==> config.mk <==
export PLATFORM = sky130hd
export DESIGN_NAME = onehot_encoder_serial
export DESIGN_NICKNAME = d
export VERILOG_FILES = /design/src/rtl/onehot_enc_pkg.sv /design/src/rtl/lowest_set_encoder.sv /design/src/rtl/onehot_encoder_serial.sv
export SDC_FILE = /design/constraint.sdc
export NUM_CORES = 1
export LEC_CHECK = 0
export ABC_AREA = 1
export BUFFER_PORTS_ARGS = -buffer_cell sky130_fd_sc_hd__buf_2
export CAP_MARGIN = 20
export CORE_MARGIN = 3
export CORE_UTILIZATION = 40
export CTS_CLUSTER_SIZE = 30
export DETAILED_ROUTE_END_ITERATION = 12
export GPL_TIMING_DRIVEN = 0
export HOLD_SLACK_MARGIN = 0.02
export REMOVE_ABC_BUFFERS = 1
export SLEW_MARGIN = 20
export SYNTH_ARGS = -nofsm -noshare
export SYNTH_HDL_FRONTEND = slang
export SYNTH_SLANG_ARGS = --single-unit
==> constraint.sdc <==
create_clock -name clk -period 2 [get_ports clk]
set_input_delay 0.1 -clock clk [delete_from_list [all_inputs] [get_ports clk]]
set_output_delay 0.1 -clock clk [all_outputs]
set_load 0.05 [all_outputs]
==> src/rtl/onehot_enc_pkg.sv <==
// Shared types and helpers for the serial one-hot/bitmap index encoder.
// Optional zero-bitmap reporting is enabled with ONEHOT_ENC_ZERO_REPORT_EN.
package onehot_enc_pkg;

    localparam int DEF_WIDTH = 8;
    localparam int MAX_W     = 64;

    typedef enum logic [1:0] {
        IDLE = 2'd0,
        BUSY = 2'd1,
        ZERO = 2'd2
    } state_e;

    // Index of the lowest set bit; 0 when the vector is empty.
    function automatic int unsigned lowest_set_idx(
        input logic [MAX_W-1:0] vec
    );
        int unsigned r;
        r = 0;
        for (int i = MAX_W - 1; i >= 0; i--) begin
            if (vec[i]) r = int'(i);
        end
        return r;
    endfunction

endpackage

==> src/rtl/lowest_set_encoder.sv <==
// Combinational priority encoder: index of the lowest set bit of vec.
// Shared with onehot_encoder_serial (ONEHOT_ENC_ZERO_REPORT_EN build option).
module lowest_set_encoder
    import onehot_enc_pkg::*;
#(
    parameter  int WIDTH  = DEF_WIDTH,
    localparam int CODE_W = $clog2(WIDTH)
) (
    input  logic [WIDTH-1:0]  vec,
    output logic [CODE_W-1:0] idx,
    output logic              any
);

    assign any = |vec;
    assign idx = CODE_W'(lowest_set_idx(MAX_W'(vec)));

endmodule

==> src/rtl/onehot_encoder_serial.sv <==
// Serialises a bitmap into the indices of its set bits, lowest first.
// Define ONEHOT_ENC_ZERO_REPORT_EN to emit one flagged beat for a zero bitmap.
module onehot_encoder_serial
    import onehot_enc_pkg::*;
#(
    parameter  int WIDTH  = DEF_WIDTH,
    localparam int CODE_W = $clog2(WIDTH)
) (
    input  logic              clk,
    input  logic              rst_n,
    input  logic              in_valid,
    output logic              in_ready,
    input  logic [WIDTH-1:0]  in_data,
    output logic              out_valid,
    input  logic              out_ready,
    output logic [CODE_W-1:0] out_code,
    output logic              out_last
`ifdef ONEHOT_ENC_ZERO_REPORT_EN
    ,
    output logic              out_zero
`endif
);

    state_e             state;
    logic [WIDTH-1:0]   pending;
    logic [WIDTH-1:0]   rest;
    logic [CODE_W-1:0]  low_idx;
    logic               any;
    logic               beat;
    logic               accept;
    state_e             empty_state;

    lowest_set_encoder #(.WIDTH(WIDTH)) u_enc (
        .vec (pending),
        .idx (low_idx),
        .any (any)
    );

    // pending with its lowest set bit removed
    assign rest = pending & (pending - WIDTH'(1));

`ifdef ONEHOT_ENC_ZERO_REPORT_EN
    assign out_zero    = (state == ZERO);
    assign out_valid   = any | out_zero;
    assign out_code    = out_zero ? '0 : low_idx;
    assign out_last    = out_zero | (any & (rest == '0));
    assign empty_state = ZERO;
`else
    assign out_valid   = any;
    assign out_code    = low_idx;
    assign out_last    = any & (rest == '0);
    assign empty_state = IDLE;
`endif

    assign beat     = out_valid & out_ready;
    assign in_ready = (state == IDLE) | (beat & out_last);
    assign accept   = in_valid & in_ready;

    always_ff @(posedge clk or negedge rst_n) begin
        if (!rst_n) begin
            state   <= IDLE;
            pending <= '0;
        end else if (accept) begin
            pending <= in_data;
            state   <= (in_data != '0) ? BUSY : empty_state;
        end else if (beat) begin
            pending <= rest;
            state   <= out_last ? IDLE : BUSY;
        end
    end

endmodule
==> summary.md, run 1 <==
| Metric | Value |
|---|---|
| Total negative slack | 0 ps |
| Die height | 51.3 µm |
| DR vias/cell | 4.77 |
| Clock Tree Root | clkbuf_4 |
| Gr ovfl total | 0 |
| Multi-input combinational cell area | 505 µm² |
| Met2 wire length | 781 µm |
| Sequential area share after synthesis | 27.4% |
| Insertion delay to the later sink of the worst-skew pair | 260 ps |
| Mux cell area share after synthesis | 0% |
| CP top delay family | simple AND/OR/NAND/NOR gates |
| Buf/Inv on CP | 2 |
| Crit Path Max Fanout | 6 |
| CP Launch Type | flop |
| Placer Congestion | 0.842 |
| Required @ worst endpoint | 1900 ps |
| Post-synthesis adder-cell area fraction | 0% |
| Initial Util | 44.7% |
| Largest family of logic cells by synthesized area | simple AND/OR/NAND/NOR gates |
| Mapped cell area | 822 µm² |
| Ys Warns | 0 |
| Synthesis-to-finish area growth | 18.9% |
| Antenna cells | 0 |
| F_max | 0.544 GHz |
| Synth Area in XOR/XNOR | 0% |
| Sequential share of power | 20.4% |
| Status | finished, final reports clean |
| WL met3 | 92 µm |
| Rel. slew slack | 79.8% |
| Worst-margin pin slew | 304 ps |
| TritonCTS Buffers | 3 |
| Clock buffer depth | 2 |
| First-pass GRT wire length | 3060 µm |
| DRT Wirelength | 1860 µm |
| HP Class | input port to flop |
| H-Tree Depth | 1 |
| Synth cell types | 20 |
| Core Box Area | 1840 µm² |
| Nets | 150 |
| Clk slew on worst S/H paths | 70 ps |
| Psw | 1.13 mW |
| DIE AREA | 2640 µm² |
| Synth Area in Simple Gates | 56.0% |
| GRT Util Overall | 15.3% |
| Hold Path Depth | 3 |
| Drt pass-1 iters | 4 |
| Total number of vias | 773 |
| FF+latch area | 225 µm² |
| Fin. Hold Viols | 0 |
| Post-synthesis compound-gate area fraction | 4.87% |
| Largest net degree at the start of global routing | 12 |
| Clock sinks | 9 |
| Tmin final | 1840 ps |
| Peak supply drop | 0.00101 V |
| Crit path depth | 8 |
| FF-to-FF path depth | 10 |
| Clock Skew | 3.47 ps |
| Power density of the placed cells | 1950 nW/µm² |
| Share of cells above drive strength 1 | 43.1% |
| HPWL after DPL | 1470 µm |
| # setup viols final | 0 |
| DRC | 0 |
| Maxcap violations | 0 |
| Pint | 783 µW |
| Switching Share | 59.0% |
| Post-placement setup slack | 186 ps |
| Top Ports | 18 |
| CP arrival | 1740 ps |
| Critical-path cell list | nor2_4 -> nand3_1 -> nand2_1 -> inv_2 -> nor2_2 -> nand4_1 -> nand2_4 -> buf_4 |
| Hold Startpoint | in_data[0] |
| M1 wire length | 963 µm |
| Max-slew violation count | 0 |
| ANT nets after route | 0 |
| Period utilisation layout | 92.0% |
| Setup CP Type | flop to output port |
| Synthesized area per cell | 7.21 µm² |
| LEAKAGE | 0.527 nW |
| Combinational power share | 71.9% |
| CP max-delay cell | dfrtp_1 |
| # fillers | 213 |
| FP Rows | 15 |
| Worst path max stage delay | 470 ps |
| Post-synthesis cell count | 114 |
| Antenna violations before repair | 0 |
| Die X | 51.3 µm |
| CP endpoint kind | output port |
| Final worst setup slack | 160 ps |
| Critical Path Start | pending[3]$_DFFE_PN0P_ |
| Wirelength per Cell | 11.5 µm |
| IO Port Bufs | 17 |
| Synth Register Bits | 9 |
| Vias in the first global route | 693 |
| Unrepaired setup endpoints after global routing | false |
| Top routing layer in use | met4 |
| Worst r2r src | pending[3]$_DFFE_PN0P_ |
| Drt initial violations | 17 |
| Clock share of power | 7.7% |
| CTS tree | done |
[tightest hold or removal path, cell delays in order]
cell,delay (ps)
buf_2,100
nand3_2,60
nand2_1,50
[power groups by stage]
stage / Combinational (mW) / Clock (mW) / Sequential [mW]
after global placement: 1.27 / 0 / 0.384
after global routing: 1.51 / 0.156 / 0.400
final: 1.37 / 0.147 / 0.389
after detailed placement: 1.27 / 0 / 0.385
after CTS: 1.30 / 0.151 / 0.386
after floorplan: 1.05 / 0 / 0.354
[path summary, 6_finish.rpt]
path,to,slack (ps)
worst max-delay path,in_ready,160
worst min register to register,pending[7]$_DFFE_PN0P_,550
max in group asynchronous,state[0]$_DFFE_PN0P_,1590
min in group asynchronous,pending[2]$_DFFE_PN0P_,220
worst min-delay path,pending[0]$_DFFE_PN0P_,80
worst max register to register,pending[3]$_DFFE_PN0P_,320
[layout make-up]
type / count / area share [%]
Sequential cell: 9 / 23.0
Multi-Input combinational cell: 86 / 51.7
Timing Repair Buffer: 22 / 13.1
Tap cell: 25 / 3.20
Clock inverter: 1 / 0.512
Inverter: 16 / 6.15
Clock buffer: 3 / 2.30
[Yosys cell counts]
cell	instances	area [µm²]
nand4_1	1	6.26
o21ai_0	2	10.0
nor2_4	2	22.5
nand2_2	7	43.8
dfrtp_1	9	225
inv_1	13	48.8
a21oi_1	3	15.0
nor4_1	2	12.5
nand2_1	29	109
nor3_1	1	5.00
buf_6	1	11.3
buf_12	1	20.0
nor2_2	6	37.5
o211ai_1	1	7.51
clkbuf_2	1	5.00
nand3_1	6	30.0
inv_2	3	11.3
nor2_1	9	33.8
o21a_1	1	7.51
nand3_2	16	160
[cell usage in the layout, fill, tap and decap left out, types with 5 or more instances in the layout]
cell / count
nand2_1: 29
nand3_2: 16
buf_2: 16
inv_1: 13
nor2_1: 9
dfrtp_1: 9
nor2_2: 6
nand3_1: 6
nand2_2: 6
buf_4: 5
[timing repair]
action,4_1_cts,5_1_grt
gates resized for setup,2,0
hold buffers,1,0
hold endpoints to repair,9,0
setup endpoints to repair,1,1
buffers inserted,0,4
pin swaps,0,1
[through the flow]
step | cells | hold WS, ps | area (µm²) | utilization, % | total power, mW
2_1_floorplan | 111 | -196 | 786 | - | 1.40
3_3_place_gp | 153 | -36.2 | 902 | 49.0 | 1.65
3_5_place_dp | 153 | -33.1 | 902 | 49.0 | 1.66
4_1_cts | 158 | 76.8 | 947 | 51.5 | 1.84
5_1_grt | 162 | 94.1 | 977 | 53.1 | 2.07
6_report | 162 | 80.0 | 977 | 53.1 | 1.91
[cell families after synthesis]
| group | count (synthesis) |
|---|---|
| AOI/OAI and AO/OA | 7 |
| buffers and inverters | 19 |
| and+or+nand+nor | 79 |
| DFF | 9 |
[routing by layer]
metal | global-route usage, % | vias to the layer above
met5 | 0 | -
met4 | 6.11 | 0
met3 | 2.62 | 4
met2 | 21.5 | 17
met1 | 22.7 | 345
li1 | - | 407
[state kept, by name, indices dropped and copies added, names as in the netlist]
register and flops:
pending 8, state 1
Power figures use the tool's default switching activity.
==> inputs of run 2 (changes only) <==
SETUP_SLACK_MARGIN = 0.2   (was unset)
==> summary.md, run 2 (synthesis gave the netlist of run 1 again) <==
| Metric | Value |
|---|---|
| Setup slack, reg-to-reg | 260 ps (-60 ps) |
| CTS tree | done |
| Multi-input combinational cell area | 533 µm² (+5.4%) |
| CP endpoint kind | output port |
| Initial Util | 44.7% (unchanged) |
| HP Class | input port to flop |
| Worst Hold End | pending[0]$_DFFE_PN0P_ |
| Crit Path Max Fanout | 4 (-2) |
| Fin util | 55.8% (+2.7 points) |
| Total negative slack | 0 ps (unchanged) |
| Top Ports | 18 (unchanged) |
| FF+latch area | 229 µm² (+1.7%) |
| First-pass GRT wire length | 3220 µm (+5.2%) |
| Antenna cells | 0 (unchanged) |
| Drt pass-1 iters | 4 (unchanged) |
| Commonest cells after routing, fill and taps aside | nand2_1 (25), nand3_2 (16), buf_2 (15) |
| Insertion delay to the later sink of the worst-skew pair | 260 ps (about the same) |
| Nets | 151 (+0.67%) |
| Hold Startpoint | in_data[0] |
| Reg with most FFs | pending |
| H-Tree Depth | 1 (unchanged) |
| Die X | 51.3 µm (unchanged) |
| # setup viols final | 0 (unchanged) |
| Max-slew violation count | 0 (unchanged) |
| DIE AREA | 2640 µm² (unchanged) |
| Max FFs per register | 8 (unchanged) |
| # fillers | 211 (-0.94%) |
| GRT Util Overall | 16.0% (+0.79 points) |
| Vias in the first global route | 729 (+5.2%) |
| Antenna violations before repair | 0 (unchanged) |
| Clock buffer depth | 2 (unchanged) |
| Tmin final | 1750 ps (-88.7 ps) |
| Clock Tree Root | clkbuf_4 |
| Setup CP Type | flop to output port |
| TritonCTS Buffers | 3 (unchanged) |
| Drt initial violations | 14 (-3) |
| Clock Skew | 1.17 ps (-2.30 ps) |
| Placed Instances | 153 (unchanged) |
| Unrepaired setup endpoints after global routing | true |
| Overall Power | 2.03 mW (+6.5%) |
| Largest net degree at the start of global routing | 12 (unchanged) |
| CP arrival | 1650 ps (-90 ps) |
| Wirelength per Cell | 12.2 µm (+6.3%) |
| Share of cells above drive strength 1 | 50.0% (+6.9 points) |
| CP Launch Type | flop |
| Power density of the placed cells | 1980 nW/µm² (+1.4%) |
| Largest registers | pending (8), state (1) |
| Fin. Hold Viols | 0 (unchanged) |
| Peak supply drop | 0.00126 V (+24%) |
| LEAKAGE | 0.539 nW (+2.3%) |
| Core Box Area | 1840 µm² (unchanged) |
| Die height | 51.3 µm (unchanged) |
| Period utilisation layout | 87.5% (-4.4 points) |
| Worst r2r src | pending[1]$_DFFE_PN0P_ |
| HPWL after DPL | 1470 µm (unchanged) |
| DRT Wirelength | 1990 µm (+6.9%) |
| Clk slew on worst S/H paths | 70 ps (about the same) |
| Hold_ws | 83.4 ps (+3.43 ps) |
| DR vias/cell | 4.93 (+3.4%) |
| Final cell count without fillers | 163 (+0.62%) |
| Gr ovfl total | 0 (unchanged) |
| Rel. slew slack | 78.7% (-1.1 points) |
| Required @ worst endpoint | 1900 ps (about the same) |
| Placer Congestion | 0.842 (unchanged) |
| IO Port Bufs | 17 (unchanged) |
| Maxcap violations | 0 (unchanged) |
| ANT nets after route | 0 (unchanged) |
| Synthesis-to-finish area growth | 24.8% |
| FF-to-FF path depth | 11 (+1) |
| Reg2Reg Capture Point | pending[1]$_DFFE_PN0P_ |
| Hold Path Depth | 3 (unchanged) |
| FP Rows | 15 (unchanged) |
| DRC | 0 (unchanged) |
| Worst-margin pin slew | 319 ps (+15.8 ps) |
| Most common cell after layout, fill and taps aside | nand2_1 |
| Total number of vias | 804 (+4.0%) |
| F_max | 0.571 GHz (+5.1%) |
| Clock sinks | 9 (unchanged) |
| Status | finished, final reports clean |
[run 2: worst max-delay path: stages (launching register included)]
cell	delay (ps)
dfrtp_2	440
nor2_4	160
nand3_1	110
nand2_1	100
inv_2	40
nor2_2	120
nand4_1	150
nand2_4	120
buf_8	150
[run 2: repair_timing]
action                     in CTS  in global routing
resized for setup               5                 13
pin swaps                       1                  3
setup endpoints to repair       7                  9
hold buffers                    1                  0
hold endpoints to repair        9                  0
setup buffers                   3                  2
[run 2: area by class of cell]
| class | instances | area share (%) |
|---|---|---|
| Inverter | 16 | 5.85 |
| Clock buffer | 3 | 2.20 |
| Timing Repair Buffer | 23 | 14.1 |
| Clock inverter | 1 | 0.488 |
| Sequential cell | 9 | 22.3 |
| Multi-Input combinational cell | 86 | 52.0 |
| Tap cell | 25 | 3.05 |
[run 2: how the worst max path moves through the flow]
stage / slack [ps] / from / endpoint
4_1_cts: 230 / pending[1]$_DFFE_PN0P_ / in_ready
3_5_place_dp: 190 / pending[3]$_DFFE_PN0P_ / pending[4]$_DFFE_PN0P_
2_1_floorplan: 110 / pending[0]$_DFFE_PN0P_ / pending[1]$_DFFE_PN0P_
3_3_place_gp: 220 / pending[0]$_DFFE_PN0P_ / pending[3]$_DFFE_PN0P_
6_report: 250 / pending[1]$_DFFE_PN0P_ / in_ready
5_1_grt: 140 / pending[5]$_DFFE_PN0P_ / pending[4]$_DFFE_PN0P_
[run 2: per-layer routing]
metal	GRT usage, %	share of wire (%)
met5	0	0
met4	6.11	1.1
met3	2.62	6.7
met2	23.8	45
met1	23.1	47
[run 2: report_power, final]
part,switching [mW],internal [mW]
registers,0.137,0.268
logic,0.982,0.503
clock network,0.0714,0.0737
total,1.19,0.845
[run 2: metrics by stage]
step / instance area [µm²] / worst slack, ps
floorplan: 786 / 113
CTS: 976 / 230
finish: 1030 / 249
detailed placement: 902 / 186
global route: 1030 / 145
global placement: 902 / 217
==> inputs of run 3 (changes only) <==
ABC_AREA = 0   (was 1)
==> summary.md, run 3 <==
| Metric | Value |
|---|---|
| Worst Setup EP | pending[2]$_DFFE_PN0P_ |
| CTS tree | done |
| Critical-path cell list | or4_4 -> a2bb2oi_2 -> a221o_2 -> a21boi_4 -> buf_12 -> mux2_4 |
| Post-synthesis cell count | 71 (-38%) |
| DRT Wirelength | 1760 µm (-11%) |
| Placed Instances | 100 (-35%) |
| Final cell count without fillers | 113 (-31%) |
| Final worst setup slack | -264 ps (-513 ps) |
| Synthesized area per cell | 9.11 µm² (+26%) |
| Initial Util | 46.2% (+1.5 points) |
| Total number of vias | 628 (-22%) |
| Share of cells above drive strength 1 | 46.9% (-3.1 points) |
| Worst r2r src | pending[1]$_DFFE_PN0P_ |
| CP max-delay cell | or4_4 |
| Required @ worst endpoint | 2150 ps (+250 ps) |
| DIE AREA | 2140 µm² (-19%) |
| IO Port Bufs | 17 (unchanged) |
| HPWL after DPL | 1120 µm (-24%) |
| Largest registers | pending (8), state (1) |
| FF-to-FF path depth | 6 (-5) |
| GRT Util Overall | 18.6% (+2.5 points) |
| Hold_ws | 64.5 ps (-18.9 ps) |
| TritonCTS Buffers | 3 (unchanged) |
| Synth Register Bits | 9 (unchanged) |
| Synth cell types | 30 (+50%) |
| Most common cell after layout, fill and taps aside | buf_2 |
| Crit Path Max Fanout | 7 (+3) |
| Setup CP Type | flop to flop |
| # setup viols final | 9 (+9) |
| Sequential area share after synthesis | 34.8% (+7.4 points) |
| Critical Path Start | pending[1]$_DFFE_PN0P_ |
| Placer Congestion | 0.781 (-7.3%) |
| ANT nets after route | 0 (unchanged) |
| Total negative slack | -1610 ps (-1610 ps) |
| Setup slack, reg-to-reg | -260 ps (-520 ps) |
| Clock sinks | 9 (unchanged) |
| Synth top area cells | dfrtp_1 (35%), mux2_4 (7.0%), mux2i_1 (6.2%) |
| Maxcap violations | 0 (unchanged) |
| Clock Skew | 0.578 ps (-0.593 ps) |
| Main synth FF type | dfrtp_1 |
| FP Rows | 13 (-2) |
| Buf/Inv on CP | 1 (-1) |
| Synthesis-to-finish area growth | 41.0% |
| Area share of the largest cell type after synthesis | 34.8% (+7.4 points) |
| CP arrival | 2410 ps (+760 ps) |
| DR vias/cell | 5.56 (+13%) |
| Clock Tree Root | clkbuf_4 |
| Status | finished with violations |
| Synth area leader | dfrtp_1 |
| Clk slew on worst S/H paths | 60 ps (about the same) |
| Crit path depth | 6 (-2) |
| Ys Warns | 0 (unchanged) |
| Synth cell count leaders | dfrtp_1 (9), inv_1 (8), nor2_1 (6), o21ai_0 (6), nand2_1 (5) |
| Most frequent cell after synthesis | dfrtp_1 |
| HP Class | input port to flop |
| First-pass GRT wire length | 2770 µm (-14%) |
| Reg2Reg Capture Point | pending[2]$_DFFE_PN0P_ |
| Worst path max stage delay | 560 ps (+120 ps) |
| Reg with most FFs | pending |
| Max FFs per register | 8 (unchanged) |
| Worst-margin pin slew | 378 ps (+58.1 ps) |
| Gr ovfl total | 0 (unchanged) |
| Top Ports | 18 (unchanged) |
| Final Cell Area | 912 µm² (-11%) |
| Hold Path Depth | 2 (-1) |
| Fin. Hold Viols | 0 (unchanged) |
| Clock buffer depth | 2 (unchanged) |
| Commonest cells after routing, fill and taps aside | buf_2 (13), inv_1 (8), buf_4 (8) |
| Unrepaired setup endpoints after global routing | true |
| Failing checks | negative setup slack |
| Antenna violations before repair | 0 (unchanged) |
| Vias in the first global route | 600 (-18%) |
| Placed Area | 728 µm² (-19%) |
| Core Box Area | 1400 µm² (-24%) |
| Max-slew violation count | 0 (unchanged) |
| Antenna cells | 0 (unchanged) |
| Largest net degree at the start of global routing | 10 (-2) |
| Period utilisation layout | 113% (+26 points) |
| Drt pass-1 iters | 4 (unchanged) |
| Async S/R FF share, synth | 100% (unchanged) |
| Drt initial violations | 53 (+39) |
| H-Tree Depth | 1 (unchanged) |
| Tmin final | 2260 ps (+513 ps) |
| CP Launch Type | flop |
| F_max | 0.442 GHz (-23%) |
| Wirelength per Cell | 15.6 µm (+28%) |
| Die X | 46.2 µm (-10%) |
| DRC | 0 (unchanged) |
| Nets | 111 (-26%) |
| Mapped cell area | 647 µm² (-21%) |
| Insertion delay to the later sink of the worst-skew pair | 260 ps (about the same) |
| Rel. slew slack | 74.6% (-4.1 points) |
| Post-synth EDFFs | 0 (unchanged) |
| CP endpoint kind | flop |
| Die height | 46.2 µm (-10%) |
| CP top delay family | compound AO/OA/AOI/OAI gates |
-- run 3: cell types whose count changed in the layout (fill, tap and decap cells not counted), moves of 3 or more --
cell | previous run | this run
nand3_2 | 16 | 1
nand3_1 | 6 | 0
nor2_2 | 5 | 0
mux2_4 | 0 | 3
inv_2 | 4 | 0
nand2_2 | 9 | 1
nand2_1 | 25 | 4
mux2i_1 | 0 | 4
inv_1 | 12 | 8
nor2_4 | 4 | 0
o21ai_0 | 1 | 6
buf_4 | 5 | 8
-- run 3: worst min path at each step --
stage                          start                      to  slack, ps
final                     in_data[0]  pending[0]$_DFFE_PN0P_         60
after global routing      in_data[6]  pending[6]$_DFFE_PN0P_         80
after floorplan                rst_n  pending[0]$_DFFE_PN0P_       -200
after detailed placement       rst_n  pending[5]$_DFFE_PN0P_        -30
after global placement         rst_n  pending[4]$_DFFE_PN0P_        -40
after CTS                 in_data[3]  pending[3]$_DFFE_PN0P_         70
-- run 3: area by class of cell --
cell class	instances	area, µm²
sequential	9	231
inverter	8	30.0
tap	15	18.8
fill	127	487
timing repair buffer	26	189
clock buffer	4	26.3
multi-input combinational	51	417
-- run 3: logic make-up (layout without fill, tap and decap cells) --
group                     after synthesis  in the layout  share of synthesized area [%]
AOI/OAI and AO/OA                      21             21                           23.4
DFF                                     9              9                           34.8
and+or+nand+nor                        22             22                           19.1
xor gates and xnor gates                1              1                           1.35
muxes                                   7              7                           13.2
buffers and inverters                  11             38                           8.12
-- run 3: through the flow --
| stage | util, % | setup slack, ps |
|---|---|---|
| floorplan | - | -422 |
| global placement | 52.1 | -484 |
| detailed placement | 52.1 | -466 |
| CTS | 64.0 | -238 |
| global route | 65.2 | -315 |
| finish | 65.2 | -264 |
-- run 3: repair_timing --
action | in CTS | in global routing
pin swaps | 4 | 0
gates cloned | 0 | 0
hold buffers | 1 | 0
endpoints found under the hold margin | 9 | 0
setup endpoints to repair | 11 | 13
setup buffers | 8 | 0
resized for setup | 15 | 6
-- run 3: routing by layer --
metal / up-vias / global-route usage (%) / wire length, µm
met5: - / 0 / 0
met4: 0 / 5.11 / 24
met3: 4 / 3.52 / 91
met2: 25 / 29.7 / 852
met1: 284 / 25.3 / 791
li1: 315 / - / -
Power of run 3 is left out: the tool's default activity adds up to more than one toggle a clock period on the data nets, which glitch-free logic cannot reach.
